**config.mk**
```make
export PLATFORM = sky130hd
export DESIGN_NAME = pipe_stage_buf
export DESIGN_NICKNAME = d
export VERILOG_FILES = /design/src/rtl/pipe_stage_buf.sv
export SDC_FILE = /design/constraint.sdc
export NUM_CORES = 1
export LEC_CHECK = 0
export ABC_AREA = 1
export BUFFER_PORTS_ARGS = -buffer_cell sky130_fd_sc_hd__buf_2
export CORE_ASPECT_RATIO = 1.25
export CORE_MARGIN = 4
export CORE_UTILIZATION = 40
export DETAILED_ROUTE_END_ITERATION = 10
export GPL_ROUTABILITY_DRIVEN = 0
export PLACE_DENSITY_LB_ADDON = 0.08
export SETUP_SLACK_MARGIN = 0.4
export SLEW_MARGIN = 5
export SYNTH_ARGS = -nofsm -noshare
export SYNTH_HDL_FRONTEND = slang
export SYNTH_SLANG_ARGS = --single-unit
```
**constraint.sdc**
```tcl
create_clock -name clock -period 1.5 [get_ports clock]
set_input_delay 0.375 -clock clock [delete_from_list [all_inputs] [get_ports clock]]
set_output_delay 0.375 -clock clock [all_outputs]
set_load 0.05 [all_outputs]
```
**src/rtl/pipe_stage_buf.sv**
```systemverilog
// Elastic pipeline stage buffer: DEPTH-entry circular FIFO with valid/ready handshake,
// zero bubble on empty, synchronous flush and a saturating bubble counter.
module pipe_stage_buf #(
  parameter int unsigned WIDTH = 80,
  parameter int unsigned DEPTH = 2,
  parameter int unsigned CNT_W = $clog2(DEPTH + 1)
) (
  input  logic             clock,
  input  logic             reset,
  input  logic             flush,
  input  logic             in_valid,
  output logic             in_ready,
  input  logic [WIDTH-1:0] in_data,
  output logic             out_valid,
  input  logic             out_ready,
  output logic [WIDTH-1:0] out_data,
  output logic [CNT_W-1:0] count,
  output logic [15:0]      bubble_cnt
);

  localparam int unsigned PtrW = (DEPTH > 1) ? $clog2(DEPTH) : 1;
  localparam logic [PtrW-1:0]  LastPtr  = PtrW'(DEPTH - 1);
  localparam logic [CNT_W-1:0] DepthCnt = CNT_W'(DEPTH);

  logic [WIDTH-1:0] mem_q [DEPTH];
  logic [PtrW-1:0]  rd_ptr_q, rd_ptr_d;
  logic [PtrW-1:0]  wr_ptr_q, wr_ptr_d;
  logic [CNT_W-1:0] count_q, count_d;
  logic [15:0]      bubble_q, bubble_d;
  logic             push, pop;

  function automatic logic [PtrW-1:0] next_ptr(input logic [PtrW-1:0] p);
    return (p == LastPtr) ? '0 : p + 1'b1;
  endfunction

  // Ready depends only on registered occupancy, so a pop never frees a slot the same cycle.
  assign in_ready   = (count_q < DepthCnt);
  assign out_valid  = (count_q != '0);
  assign out_data   = out_valid ? mem_q[rd_ptr_q] : '0;
  assign count      = count_q;
  assign bubble_cnt = bubble_q;

  assign push = in_valid && in_ready && !flush;
  assign pop  = out_valid && out_ready && !flush;

  always_comb begin
    rd_ptr_d = rd_ptr_q;
    wr_ptr_d = wr_ptr_q;
    count_d  = count_q;
    bubble_d = bubble_q;
    if (flush) begin
      rd_ptr_d = '0;
      wr_ptr_d = '0;
      count_d  = '0;
    end else begin
      if (push) wr_ptr_d = next_ptr(wr_ptr_q);
      if (pop)  rd_ptr_d = next_ptr(rd_ptr_q);
      unique case ({push, pop})
        2'b10:   count_d = count_q + 1'b1;
        2'b01:   count_d = count_q - 1'b1;
        default: count_d = count_q;
      endcase
    end
    if (out_ready && !out_valid && !flush && (bubble_q != 16'hFFFF)) begin
      bubble_d = bubble_q + 16'd1;
    end
  end

  always_ff @(posedge clock or negedge reset) begin
    if (!reset) begin
      rd_ptr_q <= '0;
      wr_ptr_q <= '0;
      count_q  <= '0;
      bubble_q <= '0;
      for (int i = 0; i < DEPTH; i++) mem_q[i] <= '0;
    end else begin
      rd_ptr_q <= rd_ptr_d;
      wr_ptr_q <= wr_ptr_d;
      count_q  <= count_d;
      bubble_q <= bubble_d;
      if (push) mem_q[wr_ptr_q] <= in_data;
    end
  end

endmodule

```
Word-level counts from Yosys, hierarchy flattened
Cells that the tools add are included.

word-level totals
  input port bits = 85
  bits in registers = 180
  word-level logic and storage cells = 49
  output and inout port bits = 100

operators by class
  bitwise gates (word level) = 2
  mux-type cells = 15
  equal/unequal tests = 3
  $lt $le $gt $ge = 4
  reductions and logical operators = 14
  add/subtract/negate cells = 5

operators with widths
  kind                                                 number
  two-way mux 80 bit                                   5
  bitwise mux 160 bit                                  1
  demux 80 bit (select 1 bit)                          1
  adder 16 x 1 -> 16 bit (second input constant)       1
  inequality test 16 bit (second input constant)       1
  logical AND 1 bit                                    8
  two-way mux 1 bit                                    6
  nonzero test 2 bit                                   3
  >= comparator 2 bit (second input constant)          2
  NOT 1 -> 2 bit                                       2
  case mux 2 bit (2 select lines)                      1
  nonzero test 3 bit                                   1
  adder 1 bit (second input constant)                  2
  adder 2 x 1 -> 2 bit (second input constant)         1
  == test 2 x 1 -> 1 bit (second input constant)       1
  == test 2 bit (second input constant)                1
  logical NOT 1 bit                                    2
  < comparator 2 x 1 -> 1 bit (second input constant)  1
  < comparator 2 bit (second input constant)           1
  two-way mux 2 bit                                    1
  subtractor 2 x 1 -> 2 bit (second input constant)    1

Depth between registers and ports, before layout
  depth after elaboration = 6
  mapped depth = 11
  gate-level depth less buffers = 10

Worst setup path after synthesis
No wires, ideal clock.

  path type = flip-flop to output port
  start point = reg count_q[1] (netlist: count[1])
  end point = out out_data[0]
  data required time = 1.125 ns
  arrival = 1.953 ns
  buffers on the path = 2
  cell stages (with the launch flop) = 5
  slack = -0.828 ns
  cells stage by stage = dfrtp_1 > nor2_1 > buf_2 > buf_1 > a21oi_1

on the way
  longest elaborated chain between the ends = 2

ends and longest elaborated chain
  what                    line  text
  from (decl)             28    logic [CNT_W-1:0] count_q, count_d;
  from (signal assigned)  79    count_q <= count_d;
  nonzero test 2 bit      38    assign out_valid = (count_q != '0);
  two-way mux 80 bit      39    assign out_data = out_valid ? mem_q[rd_ptr_q] : '0;
  to (decl)               16    output logic [WIDTH-1:0] out_data,

Every way passes these cells.

Worst setup path in the final report
  start point = reg count_q[1] (netlist: count[1])
  end point = out out_data[15]

The elaborated chain is that of the path after synthesis.

==> results <==
- Using the TritonRoute via totals, the vias-per-cell ratio works out to 4.91.
- The analysis attributes to net switching a power of 12.6 mW.
- Across all register-to-register paths, the minimum setup slack is -90 ps.
- Entering global routing, the biggest net connects 61 pins.
- The final number of hold-violating endpoints came to 0.
- From synthesis to final layout, the design area changed by 51.4%.
- The capturing element type of the critical path is an output pin.
- TritonCTS built the clock tree.
- The vertical extent of the die is 169 um.
- Max-cap violations in this run came to 0.
- For the final database, setup skew stands at 14.7 ps.
- The post-route DRC violation count is 0.
- At the later pin of the worst-skew pair, clock insertion delay measures 420 ps.
- The type of the worst setup path is flop to output pin.
- Sequential cells account for 29.2% of the total power.
- The wire length of the first global-routing pass is 38,800 um.
- The flow ran to the end, but the final reports show violations.
- In the post-synthesis netlist, the biggest area contributors are sky130_fd_sc_hd__dfrtp_1, sky130_fd_sc_hd__nand2_1, sky130_fd_sc_hd__o21ai_0, sky130_fd_sc_hd__a21oi_1, sky130_fd_sc_hd__inv_1.
- After clock tree synthesis, the clock-pin slew on the worst setup and hold paths is 70 ps.
- For this block, the initial DRC count from the detailed router was 390.
- The worst register-to-register path begins at count[1].
- In this design, the stage delay of the slowest critical-path cell is 480 ps.
- The share of synthesized area in the top cell type comes to 54.3%.
- The actual transition at the worst max-transition pin is 382 ps.
- Setup violations remaining at the end of the flow were counted as 254.
- The layout has 1,774 filler cells.
- Data on the critical path is required at its endpoint by 1120 ps.
- For this run, the detailed router's first-pass iteration total came to 5.
- Setup repair after global routing could not meet its margin everywhere.
- For this run, the top clock speed supported by timing is 486 MHz.
- The post-route minimum period is 2060 ps.
- The relative slew slack is 74.6%.
- Across every metal layer, demand over resource in global routing totals 21.2%.
- In this run the power density over the cells is 2260 nW/um2.
- The number of antenna violations at the first check in global routing came to 3.
- The worst hold slack is 203 ps.
- The max-slew violation count is 0.
- The final-stage net count is 1,359.
- The library cells used most frequently in the layout, excluding fill and tap cells, are sky130_fd_sc_hd__nand2_1, sky130_fd_sc_hd__dfrtp_1, sky130_fd_sc_hd__o21ai_1, sky130_fd_sc_hd__buf_6, sky130_fd_sc_hd__inv_1.
- The number of nets with antenna violations after detailed routing is 0.
- Detailed placement finished with a half-perimeter wire length of 14,900 um.
- The static leakage power is 6.11 nW.
- The pre-CTS setup slack is -233 ps.
- The H-tree depth is 4.
- After synthesis the netlist holds a flip-flop and latch count of 180.
- The region available for standard cell placement spans 20,200 um2.
- STA puts the critical path data arrival time at 1680 ps.
- Of the available clock period, the critical path in the final layout requires 137%.
- The starting density of the core is 40.9%.
- The minimum setup slack in the final design is -557 ps.
- The worst hold path class is input port to flop.
- Summing all multi-input logic gate instances after layout gives 3710 um2.
- Yosys printed 0 warnings.
- The critical path starts at count[1].
- The final reports fail on negative setup slack.
- In this run the core area contains 58 standard-cell rows.
- The cell-internal power is 15.9 mW.
- The most frequent standard cell in the layout excluding fill and tap cells is sky130_fd_sc_hd__nand2_1.
- The die boundary width is 137 um.
- For this design the top-level I/O count stands at 185.
- After detailed routing, the average wire length per cell comes to 16.2 um.
- The signal on the critical path passes through nor2_4, buf_12, buf_16, a21oi_1, buf_4.
- Synthesis instantiated 25 different standard cells from the library.
- The setup TNS is -47,940 ps.
- The maximum vdd ir drop is 1.30 mV.
- In the synthesized netlist, the number of instances is 1,047.
- The depth of the most critical reg-to-reg path is 9.
- The root buffer cell chosen for the clock tree is sky130_fd_sc_hd__clkbuf_16.
- In this run the deepest clock path goes through 2 buffers.
- Summing over every cut layer, the via total after detailed routing is 7,647.
- The endpoint identified for the worst register-to-register timing path is mem_q[145].
- The share of total power consumed by net switching is 44.2%.
- The slowest stage of the critical path is the sky130_fd_sc_hd__dfrtp_4 cell.
- For this block, the routed nets add up to 25,200 um of wire.
- Summing the sequential cell areas from Yosys gives 54.3% of the chip area.
- The sequential cell area is 4530 um2.
- Excluding fillers, the count of instances in the completed layout stands at 1,559.
- During placement, the flow inserted port buffers numbering 184.
- The number of global-route vias before repair came to 7,618.
- Along the worst path, the maximum fanout reaches 22.
- The worst setup path is launched from a flop.
- The total clock sinks is 180.
- The leftover overflow at the end of global routing is 0.
- The die covers 23,100 um2.
- The critical path ends at out_data[15].
- The total nets after synthesis is 1,133.
- Summing every instance area after synthesis gives 8290 um2.
- The post-synthesis area per instance is 7.92 um2.
- Cells with a size suffix above 1 make up 34.5% of the layout.
- The power share of the combinational group is 54.0%.
- TritonCTS created 17 clock buffers.
- The total placed cells including tap cells is 1,480.
- Per report_power, the clock group accounts for 16.8% of the total.
- The leading area contributor after synthesis is sky130_fd_sc_hd__dfrtp_1.
## sequential cells by signal, summed over array words and instances, names as in the netlist
| name | flops |
|---|---|
| rd_ptr_q | 1 |
| mem_q | 160 |
| count | 2 |
| wr_ptr_q | 1 |
| bubble_cnt | 16 |
## power groups by stage
stage	sequential [mW]	clock [mW]	combinational [mW]
floorplan	8.22	0	8.79
global placement	8.25	0	11.9
detailed placement	8.26	0	12.0
CTS	8.23	4.88	14.3
global route	8.55	5.10	16.4
finish	8.29	4.77	15.4
## worst max-delay path, delay by kind of cell (launching register included)
family,cells,cell delay (ps)
compound gates,1,80
buf+inv,3,540
flops,1,480
simple gates,1,140
## cell families (layout without fill, tap and decap cells)
group / Yosys count / count (layout) / share of synthesized area [%]
simple gates: 443 / 443 / 20.9
compound gates: 252 / 252 / 15.3
flops: 180 / 180 / 54.3
buf+inv: 164 / 403 / 8.56
xor+xnor: 7 / 7 / 0.740
fa+ha+maj: 1 / 1 / 0.151
other cells: 0 / 3 / 0
## area by class of cell
type                            count  share of cell area [%]
Timing Repair Buffer              269                    23.2
Inverter                          102                    3.37
Tap cell                          270                    2.69
Clock inverter                     13                    1.56
Antenna cell                        3                  0.0598
Sequential cell                   180                    36.1
Multi-Input combinational cell    703                    29.5
Clock buffer                       19                    3.45
## per-layer routing
layer  routed length (um)  vias to the layer above  GRT usage, %
met2                12700                      186          35.4
li1                     -                     3768             -
met5                    0                        -             0
met1                10900                     3663          27.5
met4                  483                        0          7.23
met3                 1230                       30          4.16
## worst min-delay path by stage
stage	end	startpoint	slack, ps	depth (start not counted)
2_1_floorplan	bubble_cnt[0]	reset	80	0
3_3_place_gp	mem_q[12]	reset	310	1
3_5_place_dp	mem_q[12]	reset	310	1
4_1_cts	mem_q[67]	in_data[67]	190	3
5_1_grt	mem_q[67]	in_data[67]	200	3
6_report	mem_q[147]	in_data[67]	200	3
## synth_stat cells (all sizes together)
cell type    n
o21ai      170
inv        102
a21oi       80
nand3b       1
nor2        19
clkbuf      26
xnor2        7
dfrtp      180
nand3        8
nand2      411
nand4        4
o211ai       2
ha           1
buf         36
## through the flow
step / util [%] / power (mW) / area [um2]
after floorplan: - / 17.0 / 8790
after global placement: 50.4 / 20.1 / 10200
after detailed placement: 50.4 / 20.2 / 10200
after CTS: 58.9 / 27.4 / 11900
after global routing: 62.0 / 30.1 / 12600
final: 62.0 / 28.4 / 12600
## timing repair
item,CTS,global route
gates resized for setup,219,93
hold buffers,1,0
setup endpoints to repair,280,280
endpoints found under the hold margin,27,0
pin swaps,1,8
gates cloned,8,10
buffers inserted,20,5
Note: power is estimated with default switching activity, not from simulation.
